### config.mk
export PLATFORM = sky130hd
export DESIGN_NAME = input_skew_buffer
export DESIGN_NICKNAME = d
export VERILOG_FILES = /design/src/rtl/input_skew_pkg.sv /design/src/rtl/input_skew_buffer_lane.sv /design/src/rtl/input_skew_buffer.sv
export SDC_FILE = /design/constraint.sdc
export NUM_CORES = 1
export LEC_CHECK = 0
export CORE_MARGIN = 4
export CORE_UTILIZATION = 58
export CTS_BUF_LIST = sky130_fd_sc_hd__clkbuf_2
export CTS_CLUSTER_DIAMETER = 50
export DETAILED_ROUTE_END_ITERATION = 6
export GPL_TIMING_DRIVEN = 0
export PLACE_DENSITY = 0.79
export SLEW_MARGIN = 10
export SYNTH_ARGS = -nofsm -noshare
export SYNTH_HDL_FRONTEND = slang
export SYNTH_HIERARCHICAL = 1
export SYNTH_SLANG_ARGS = --single-unit
### constraint.sdc
create_clock -name clk -period 4.45 [get_ports clk]
set_input_delay 0.89 -clock clk [delete_from_list [all_inputs] [get_ports clk]]
set_output_delay 0.89 -clock clk [all_outputs]
set_load 0.01 [all_outputs]
### src/rtl/input_skew_pkg.sv
// Shared types and width helpers for the input skew buffer and its per-lane storage.
package input_skew_pkg;

    localparam int DEF_DATA_W  = 16;
    localparam int DEF_ARRAY_W = 4;

    typedef enum logic [1:0] {
        ST_LOAD  = 2'd0,
        ST_DRAIN = 2'd1,
        ST_DONE  = 2'd2
    } state_t;

    function automatic int cnt_width(input int k_max);
        return $clog2(k_max + 1);
    endfunction

    function automatic int step_width(input int k_max, input int array_w);
        return $clog2(k_max + array_w);
    endfunction

    function automatic int pace_width(input int interval);
        return (interval > 1) ? $clog2(interval) : 1;
    endfunction

    function automatic int idx_width(input int k_max);
        return (k_max > 1) ? $clog2(k_max) : 1;
    endfunction

endpackage

### src/rtl/input_skew_buffer_lane.sv
// One lane of the skew buffer: K_MAX-deep element store plus the read-side
// index/mask decode for this lane's diagonal offset.
module skew_lane
    import input_skew_pkg::*;
#(
    parameter int DATA_W  = DEF_DATA_W,
    parameter int ARRAY_W = DEF_ARRAY_W,
    parameter int K_MAX   = 16,
    parameter int LANE    = 0
) (
    input  logic                                clk,
    input  logic                                we,
    input  logic [idx_width(K_MAX)-1:0]         waddr,
    input  logic [DATA_W-1:0]                   wdata,
    input  logic [step_width(K_MAX,ARRAY_W)-1:0] step,
    input  logic [cnt_width(K_MAX)-1:0]         len,
    input  logic                                skew,
    input  logic                                show,
    output logic [DATA_W-1:0]                   data,
    output logic                                mask
);

    localparam int STEP_W = step_width(K_MAX, ARRAY_W);
    localparam int IDX_W  = idx_width(K_MAX);
    localparam logic [STEP_W:0] OFFSET = (STEP_W+1)'(LANE);

    logic [DATA_W-1:0] mem [0:K_MAX-1];
    logic [STEP_W:0]   diff;
    logic [STEP_W-1:0] k;
    logic              hit;

    always_ff @(posedge clk) begin
        if (we) mem[waddr] <= wdata;
    end

    // The extra top bit of diff is the borrow: step earlier than this lane's offset.
    always_comb begin
        diff = skew ? ({1'b0, step} - OFFSET) : {1'b0, step};
        k    = diff[STEP_W-1:0];
        hit  = !diff[STEP_W] && (k < STEP_W'(len));
    end

    assign mask = show && hit;
    assign data = (show && hit) ? mem[k[IDX_W-1:0]] : '0;

endmodule

### src/rtl/input_skew_buffer.sv
// Loads up to K_MAX operand vectors, then replays them with per-lane diagonal
// skew, programmable pacing and downstream backpressure.
module input_skew_buffer
    import input_skew_pkg::*;
#(
    parameter int DATA_W       = DEF_DATA_W,
    parameter int ARRAY_W      = DEF_ARRAY_W,
    parameter int K_MAX        = 16,
    parameter int OUT_INTERVAL = 1
) (
    input  logic                      clk,
    input  logic                      rst_n,
    input  logic                      clear,
    input  logic                      skew_en,
    input  logic                      in_valid,
    output logic                      in_ready,
    input  logic [ARRAY_W*DATA_W-1:0] in_data,
    input  logic                      in_last,
    output logic                      out_valid,
    input  logic                      out_ready,
    output logic [ARRAY_W*DATA_W-1:0] out_data,
    output logic [ARRAY_W-1:0]        out_mask,
    output logic                      out_last,
    output logic                      busy,
    output logic                      done,
    output state_t                    fsm_state
);

    localparam int CNT_W  = cnt_width(K_MAX);
    localparam int STEP_W = step_width(K_MAX, ARRAY_W);
    localparam int PACE_W = pace_width(OUT_INTERVAL);
    localparam int IDX_W  = idx_width(K_MAX);
    localparam logic [PACE_W-1:0] PACE_INIT = PACE_W'(OUT_INTERVAL - 1);
    localparam logic [CNT_W-1:0]  LAST_IDX  = CNT_W'(K_MAX - 1);
    localparam logic [STEP_W-1:0] SKEW_EXT  = STEP_W'(ARRAY_W - 1);

    state_t            state;
    logic [CNT_W-1:0]  wr_cnt;
    logic [CNT_W-1:0]  len;
    logic [STEP_W-1:0] step;
    logic [STEP_W-1:0] last_step;
    logic [PACE_W-1:0] pace;
    logic              skew;
    logic              we;

    assign last_step = STEP_W'(len) + (skew ? SKEW_EXT : '0) - STEP_W'(1);

    // Handshakes: a transfer happens in any cycle where valid && ready; the
    // producer holds valid and data stable until that cycle.
    assign in_ready  = (state == ST_LOAD);
    assign out_valid = (state == ST_DRAIN) && (pace == '0);
    assign out_last  = out_valid && (step == last_step);
    assign busy      = (state != ST_LOAD);
    assign done      = (state == ST_DONE);
    assign fsm_state = state;
    assign we        = in_valid && (state == ST_LOAD) && !clear;

    always_ff @(posedge clk or negedge rst_n) begin
        if (!rst_n) begin
            state  <= ST_LOAD;
            wr_cnt <= '0;
            len    <= '0;
            step   <= '0;
            pace   <= '0;
            skew   <= 1'b0;
        end else if (clear) begin
            state  <= ST_LOAD;
            wr_cnt <= '0;
            len    <= '0;
            step   <= '0;
            pace   <= '0;
            skew   <= 1'b0;
        end else begin
            unique case (state)
                ST_LOAD: begin
                    if (in_valid) begin
                        wr_cnt <= wr_cnt + 1'b1;
                        // The K_MAX-th vector closes the load even without in_last.
                        if (in_last || wr_cnt == LAST_IDX) begin
                            state <= ST_DRAIN;
                            len   <= wr_cnt + 1'b1;
                            skew  <= skew_en;
                            pace  <= PACE_INIT;
                            step  <= '0;
                        end
                    end
                end
                ST_DRAIN: begin
                    if (pace != '0) begin
                        pace <= pace - 1'b1;
                    end else if (out_ready) begin
                        step <= step + 1'b1;
                        pace <= PACE_INIT;
                        if (step == last_step) state <= ST_DONE;
                    end
                end
                ST_DONE: begin
                    state  <= ST_LOAD;
                    wr_cnt <= '0;
                    step   <= '0;
                end
                default: state <= ST_LOAD;
            endcase
        end
    end

    for (genvar c = 0; c < ARRAY_W; c++) begin : g_lane
        skew_lane #(
            .DATA_W (DATA_W),
            .ARRAY_W(ARRAY_W),
            .K_MAX  (K_MAX),
            .LANE   (c)
        ) u_lane (
            .clk  (clk),
            .we   (we),
            .waddr(wr_cnt[IDX_W-1:0]),
            .wdata(in_data[c*DATA_W +: DATA_W]),
            .step (step),
            .len  (len),
            .skew (skew),
            .show (out_valid),
            .data (out_data[c*DATA_W +: DATA_W]),
            .mask (out_mask[c])
        );
    end

endmodule

==> impl_metrics.py, run 1 <==
metrics = {
    "status": {
        "status": "finished, violations left",
        "violations": "setup timing",
    },
    "setup_path": {
        "crit_chain": "buf_12 -> buf_12 -> clkinv_8 -> buf_8 -> ha_4 -> and2_4 -> buf_8 -> nor2_4 -> ha_4 -> o2111ai_2 -> a31oi_2 -> nor4_4 -> buf_4 -> buf_12 -> nand2b_4 -> buf_12 -> o22ai_4 -> buf_6",
        "worst_setup_path_start_kind": "flip-flop",
        "slowest_stage": "dfrtp_2",
        "critPathKind": "reg2out",
        "endpoint_kind": "output pin",
        "path_common_cell": "buf_12",
        "reg2reg_depth": 7,
        "crit_fanout": 7,
        "cp.required_ns": 3.56,
        "critPathArrivalTime_ns": 4.59,
        "cpPeakStageDelay_ns": 0.48,
    },
    "global_routing": {
        "grt_use_total_pct": 29.4,
        "antenna_found_initial": 8,
        "grt_pass1_wl_um": 188000,
        "grt_pass1_vias": 31400,
        "top_usage_layer": "met2",
        "met3_usage_pct": 6.10,
        "grt_start_max_net_pins": 33,
        "use_met1_pct": 38.7,
        "globalRouteMet2Util_pct": 47.4,
        "grt_overflow_total": 0,
    },
    "die": {
        "coreArea_mm2": 0.0789,
        "die_y_um": 290,
        "io_pins": 146,
        "fp-row-count": 103,
        "die_w_um": 290,
        "dieArea_mm2": 0.0841,
        "initial_utilization_pct": 58.5,
    },
    "pwr": {
        "power_frac_seq_pct": 42.1,
        "sw_frac_of_total_pct": 35.2,
        "p_leak_nw": 18.3,
        "power.share.clock_pct": 23.2,
        "intPower_mw": 17.4,
        "combPwrFrac_pct": 34.7,
        "switchingPower_mw": 9.43,
        "ir_drop_v": 0.000312,
        "power.density_mw_per_mm2": 485,
    },
    "logic_synthesis": {
        "yosys_warnings": 6,
        "synth_top_cells_by_area": "edfxtp_1 (67%), mux2i_1 (8.0%), a22oi_1 (2.6%)",
        "synth-seq-area-share_pct": 67.6,
        "syn_area_per_cell_um2": 15.8,
        "yosysTopAreaCell": "edfxtp_1",
        "syn_inst": 2916,
        "syn_nets": 3019,
        "syn_area_mm2": 0.0461,
        "ys.flop_type": "edfxtp_1",
        "synth_seq_cells": 1042,
        "synth_top_area_share_pct": 66.7,
        "synth_edf_count": 1024,
        "async_reset_ff_share_pct": 1.73,
        "synth.most_common_cell": "edfxtp_1",
        "ys_types": 75,
        "synth.cells.most_frequent": "edfxtp_1 (1024), mux2i_1 (370), a22oi_1 (160)",
    },
    "cts": {
        "clockBufferDepth": 3,
        "htree_levels": 4,
        "clk_pin_slew_ns": 0.11,
        "clk_latency_ns": 1.62,
        "root_buffer": "clkbuf_2",
        "cts_tree": "built",
        "clock-sinks": 1042,
        "numCtsBuffers": 241,
    },
    "placement": {
        "dp.cells": 4156,
        "hpwl_um": 82600,
        "port_buffers": 145,
        "place.gp.congestion": 0.954,
    },
    "worst_hold_path": {
        "hold_depth": 3,
        "hold_path_class": "in2reg",
    },
    "routing": {
        "num_vias": 31600,
        "wl_um": 132000,
        "dr.pass1.iters": 6,
        "ant_nets": 0,
        "wl_per_cell_um": 28.0,
        "drt-initial-drc-count": 4052,
        "drc_errors": 0,
        "vias_per_cell": 6.69,
    },
    "layout": {
        "synthToLayoutAreaGrowth_pct": 19.9,
        "final_cells": 4721,
        "multiInputGateArea_mm2": 0.0152,
        "drive_gt1_share_pct": 30.6,
        "fill_cells": 4922,
        "seq_area_mm2": 0.0312,
        "nets": 3568,
    },
    "timing": {
        "min_period_over_period_pct": 123,
        "tightest_slew_ns": 1.15,
        "hold_viol_final": 0,
        "max_slew_margin_pct": 23.4,
        "fin_skew_ns": 0.130,
        "setup_slack_ns": -1.03,
        "slew_viol_final": 0,
        "rsz0062_at_grt": "yes",
        "finalSetupTns_ns": -44.92,
        "setup_viol": 69,
        "period_needed_ns": 5.48,
        "clock.fmax_mhz": 183,
    },
    "job": {
        "maxCapViolCount": 0,
    },
}
## power groups by stage
stage                     Combinational, mW  Sequential [mW]  Clock (mW)
after floorplan                        4.65             11.4           0
after global placement                 6.82             11.5           0
after detailed placement               7.09             11.5           0
after CTS                              8.08             11.3        6.31
after global routing                   9.64             11.3        6.87
final                                  9.29             11.3        6.23
## per-stage QoR
step / utilization, % / hold WS (ns) / instance area (um^2) / total power [mW] / setup slack [ns]
floorplan: - / 0.443 / 46100 / 16.0 / 0.0881
global placement: 62.0 / 0.455 / 48900 / 18.3 / -1.65
detailed placement: 63.0 / 0.495 / 49700 / 18.6 / -1.57
CTS: 68.2 / 0.0611 / 53800 / 25.7 / -1.08
global route: 70.1 / 0.0858 / 55300 / 27.8 / -1.17
finish: 70.1 / 0.182 / 55300 / 26.8 / -1.03
## registers in the layout, summed over array words and instances (netlist names)
| register | cells |
|---|---|
| len | 5 |
| wr_cnt | 5 |
| skew | 1 |
| step | 5 |
| fsm_state | 2 |
| g_lane.u_lane/mem | 1024 |
## cells by family (layout without fill, tap and decap cells)
group | Yosys count | count (layout) | synth area share [%]
compound gates | 728 | 728 | 11.5
other cells | 0 | 9 | 0
simple gates | 384 | 384 | 4.95
buf+inv | 271 | 1017 | 3.16
fa+ha+maj | 32 | 32 | 0.884
flops | 1042 | 1042 | 67.6
xor+xnor | 24 | 24 | 0.505
mux | 435 | 435 | 11.3
## cells in the final DEF, fill, tap and decap left out, types with 48 or more instances in the layout
master              n
and3_1            145
clkbuf_2          359
o221ai_1           65
clkdlybuf4s50_1    76
o22ai_4            48
o21ai_0            52
mux4_2             57
buf_2              78
buf_6             112
a211oi_1          146
buf_4             110
clkinv_1           76
a22oi_1           135
o22ai_1            64
nor2_2             53
mux2i_1           370
edfxtp_1         1024
## worst paths after layout
check | start | endpoint | slack [ns]
worst max-delay path | step[0] | out_data[24] | -1.03
worst min-delay path | skew_en | skew | 0.18
worst max register to register | fsm_state[0] | g_lane[2].u_lane/mem[1][11] | 0.75
worst min register to register | wr_cnt[4] | wr_cnt[4] | 0.51
max in group asynchronous | rst_n | step[1] | 3.34
min in group asynchronous | rst_n | wr_cnt[0] | 0.43
## layer usage
metal / share of wire [%] / wire length (um) / vias to the layer above
li1: - / - / 13300
met1: 36 / 47600 / 15600
met2: 49 / 64400 / 2196
met3: 10 / 13800 / 423
met4: 5.0 / 6570 / 0
met5: 0 / 0 / -
## critical path, delay by kind of cell, from the launching register on
family | cells | cell delay [ns]
AO/OA/AOI/OAI | 3 | 0.45
adder cells (fa/ha/maj) | 2 | 0.41
buffers and inverters | 9 | 1.13
flip-flops | 1 | 0.48
AND/OR/NAND/NOR | 4 | 0.58
## layout make-up
class                      instances  share of cell area (%)
clock buffer                     338                    3.06
multi-input combinational       1603                    27.4
timing repair buffer             309                    6.08
tap                             1050                    2.38
inverter                          41                   0.310
sequential                      1042                    56.5
clock inverter                   102                    1.10
buffer                           227                    3.12
antenna                            9                  0.0407
## timing repair
action                                  in CTS  in global routing
cloned                                       4                  5
buffers inserted                            56                 57
hold buffers                                 1                  0
endpoints found under the hold margin       18                  0
endpoints found under the setup margin      69                 69
pin swaps                                   34                 78
resized for setup                          592                242
No activity file was read; power rests on OpenSTA's default activity.
==> run 2: changes to the inputs <==
CAP_MARGIN = 30   (was not set)
CORE_MARGIN = not set   (was 4)
==> run 2 against run 1 <==
Net effect: the run still ends with setup timing left; clock power is 1% lower; register-to-register slack got worse by 0.10 ns; clock-buffer cell count is 2 higher; worst setup slack lost 0.046 ns; critical path depth decreased by 5; non-clock buffer count is 13 higher; sequential share of layout area increased by 0.28 points; first-iteration DRC count grew 5.9%; flip-flop and latch count is the same; global-route usage increased by 2.9 points; routed wire length is 1.8% higher; critical endpoint is now out_data[16]; largest cell class unchanged.
==> impl_metrics.py, run 2 (synthesis gave the netlist of run 1 again) <==
metrics = {
    "pwr": {
        "p_leak_nw": 18.3,
        "power.density_mw_per_mm2": 486,
        "combPwrFrac_pct": 35.0,
        "power.share.clock_pct": 23.0,
        "finalPower_mw": 26.8,
        "ir_drop_v": 0.000325,
        "power_frac_seq_pct": 42.0,
        "sw_frac_of_total_pct": 35.5,
        "intPower_mw": 17.3,
        "switchingPower_mw": 9.50,
    },
    "routing": {
        "drc_errors": 0,
        "drt-initial-drc-count": 4293,
        "wl_um": 135000,
        "ant_nets": 0,
        "wl_per_cell_um": 28.6,
        "dr.pass1.iters": 6,
        "vias_per_cell": 6.79,
        "num_vias": 32000,
    },
    "die": {
        "fp-row-count": 103,
        "dieArea_mm2": 0.0807,
        "io_pins": 146,
        "die_w_um": 284,
        "coreArea_mm2": 0.0789,
        "die_y_um": 284,
        "initial_utilization_pct": 58.5,
    },
    "setup_path": {
        "slowest_stage": "dfrtp_4",
        "r2r_setup_slack_ns": 0.65,
        "reg2reg_from": "fsm_state[0]",
        "cpPeakStageDelay_ns": 0.53,
        "timing.rr.end": "g_lane[2].u_lane/mem[0][12]",
        "worst_setup_path_start_kind": "flip-flop",
        "setup.worst_path.start": "step[1]",
        "critPathKind": "reg2out",
        "crit_chain": "buf_12 -> buf_8 -> nor4b_2 -> xor2_1 -> ha_1 -> a21oi_2 -> nor2b_4 -> nor4_4 -> buf_4 -> nand2b_4 -> buf_6 -> o22ai_4 -> buf_2",
        "critPathArrivalTime_ns": 4.63,
        "crit_fanout": 7,
        "endpoint_kind": "output pin",
        "reg2reg_depth": 8,
        "cp.required_ns": 3.56,
        "cp-endpoint": "out_data[16]",
    },
    "layout": {
        "final_cells": 4718,
        "largest_reg_flops": 1024,
        "largest-register": "g_lane.u_lane/mem",
        "drive_gt1_share_pct": 30.8,
        "final_common_cell": "edfxtp_1",
        "postLayoutCellArea_mm2": 0.0550,
        "post-route-util_pct": 69.7,
        "layout_common_cells": "edfxtp_1 (1024), mux2i_1 (370), clkbuf_2 (358)",
        "synthToLayoutAreaGrowth_pct": 19.3,
        "nets": 3580,
    },
    "global_routing": {
        "grt_pass1_vias": 32300,
        "grt_use_total_pct": 32.3,
        "globalRouteMet2Util_pct": 52.0,
        "met3_usage_pct": 6.79,
        "top_usage_layer": "met2",
        "grt_start_max_net_pins": 33,
        "antenna_found_initial": 6,
        "grt_pass1_wl_um": 195000,
        "use_met1_pct": 41.7,
        "grt_overflow_total": 0,
    },
    "timing": {
        "hold_viol_final": 0,
        "min_period_over_period_pct": 124,
        "rsz0062_at_grt": "yes",
        "tightest_slew_ns": 1.01,
        "fin_skew_ns": 0.177,
        "fin_hold_ws_ns": 0.184,
        "clock.fmax_mhz": 181,
        "setup_slack_ns": -1.07,
        "slew_viol_final": 0,
        "period_needed_ns": 5.52,
        "finalSetupTns_ns": -50.11,
        "max_slew_margin_pct": 32.4,
        "setup_viol": 69,
    },
    "placement": {
        "port_buffers": 145,
        "place_ws_ns": -1.53,
        "hpwl_um": 83000,
        "dp.cells": 4156,
        "place.gp.congestion": 0.949,
        "placed_area_mm2": 0.0496,
    },
    "cts": {
        "numCtsBuffers": 240,
        "clk_latency_ns": 1.65,
        "clock-sinks": 1042,
        "cts_tree": "built",
        "clk_pin_slew_ns": 0.11,
        "clockBufferDepth": 3,
        "root_buffer": "clkbuf_2",
        "htree_levels": 4,
    },
    "worst_hold_path": {
        "hold_path_class": "in2reg",
    },
    "status": {
        "violations": "setup timing",
        "status": "finished, violations left",
    },
    "job": {
        "maxCapViolCount": 0,
    },
}
-- run 2: routing by layer --
layer  part of all wire, %  vias to the layer above
met3                    11                      457
met5                     0                        -
met4                   5.0                        0
li1                      -                    13400
met1                    36                    15800
met2                    48                     2351
-- run 2: critical path: cells and delay by family, from the launching register on --
family | cells | cell delay (ns)
AND/OR/NAND/NOR | 4 | 0.90
buffers and inverters | 5 | 0.82
flip-flops | 1 | 0.53
AO/OA/AOI/OAI | 2 | 0.35
adder cells (fa/ha/maj) | 1 | 0.30
XOR/XNOR | 1 | 0.25
-- run 2: what timing repair did --
action	in CTS	in global routing
buffers inserted	85	37
hold buffers	1	0
endpoints found under the hold margin	18	0
pin swaps	69	55
gates resized for setup	683	115
setup endpoints to repair	69	69
gates cloned	3	4
-- run 2: final cells by class --
class / count / area [um^2]
Antenna cell: 4 / 10.0
Buffer: 222 / 1580
Clock buffer: 340 / 1700
Clock inverter: 89 / 526
Fill cell: 4970 / 23900
Inverter: 41 / 171
Multi-Input combinational cell: 1603 / 15000
Sequential cell: 1042 / 31200
Tap cell: 1050 / 1310
Timing Repair Buffer: 327 / 3460
-- run 2: power groups by stage --
stage / sequential, mW / combinational [mW] / clock, mW
after floorplan: 11.4 / 4.65 / 0
final: 11.2 / 9.36 / 6.15
after detailed placement: 11.5 / 7.11 / 0
after global placement: 11.5 / 6.83 / 0
after global routing: 11.3 / 9.67 / 6.74
after CTS: 11.3 / 8.43 / 6.17
-- run 2: worst min-delay path by stage --
stage | from | to | slack, ns | cells past startpoint
detailed placement | wr_cnt[4] | wr_cnt[4] | 0.48 | 2
CTS | skew_en | skew | 0.007 | 3
global route | skew_en | skew | 0.14 | 3
global placement | wr_cnt[4] | wr_cnt[4] | 0.46 | 2
floorplan | wr_cnt[4] | wr_cnt[4] | 0.44 | 2
finish | skew_en | skew | 0.18 | 3
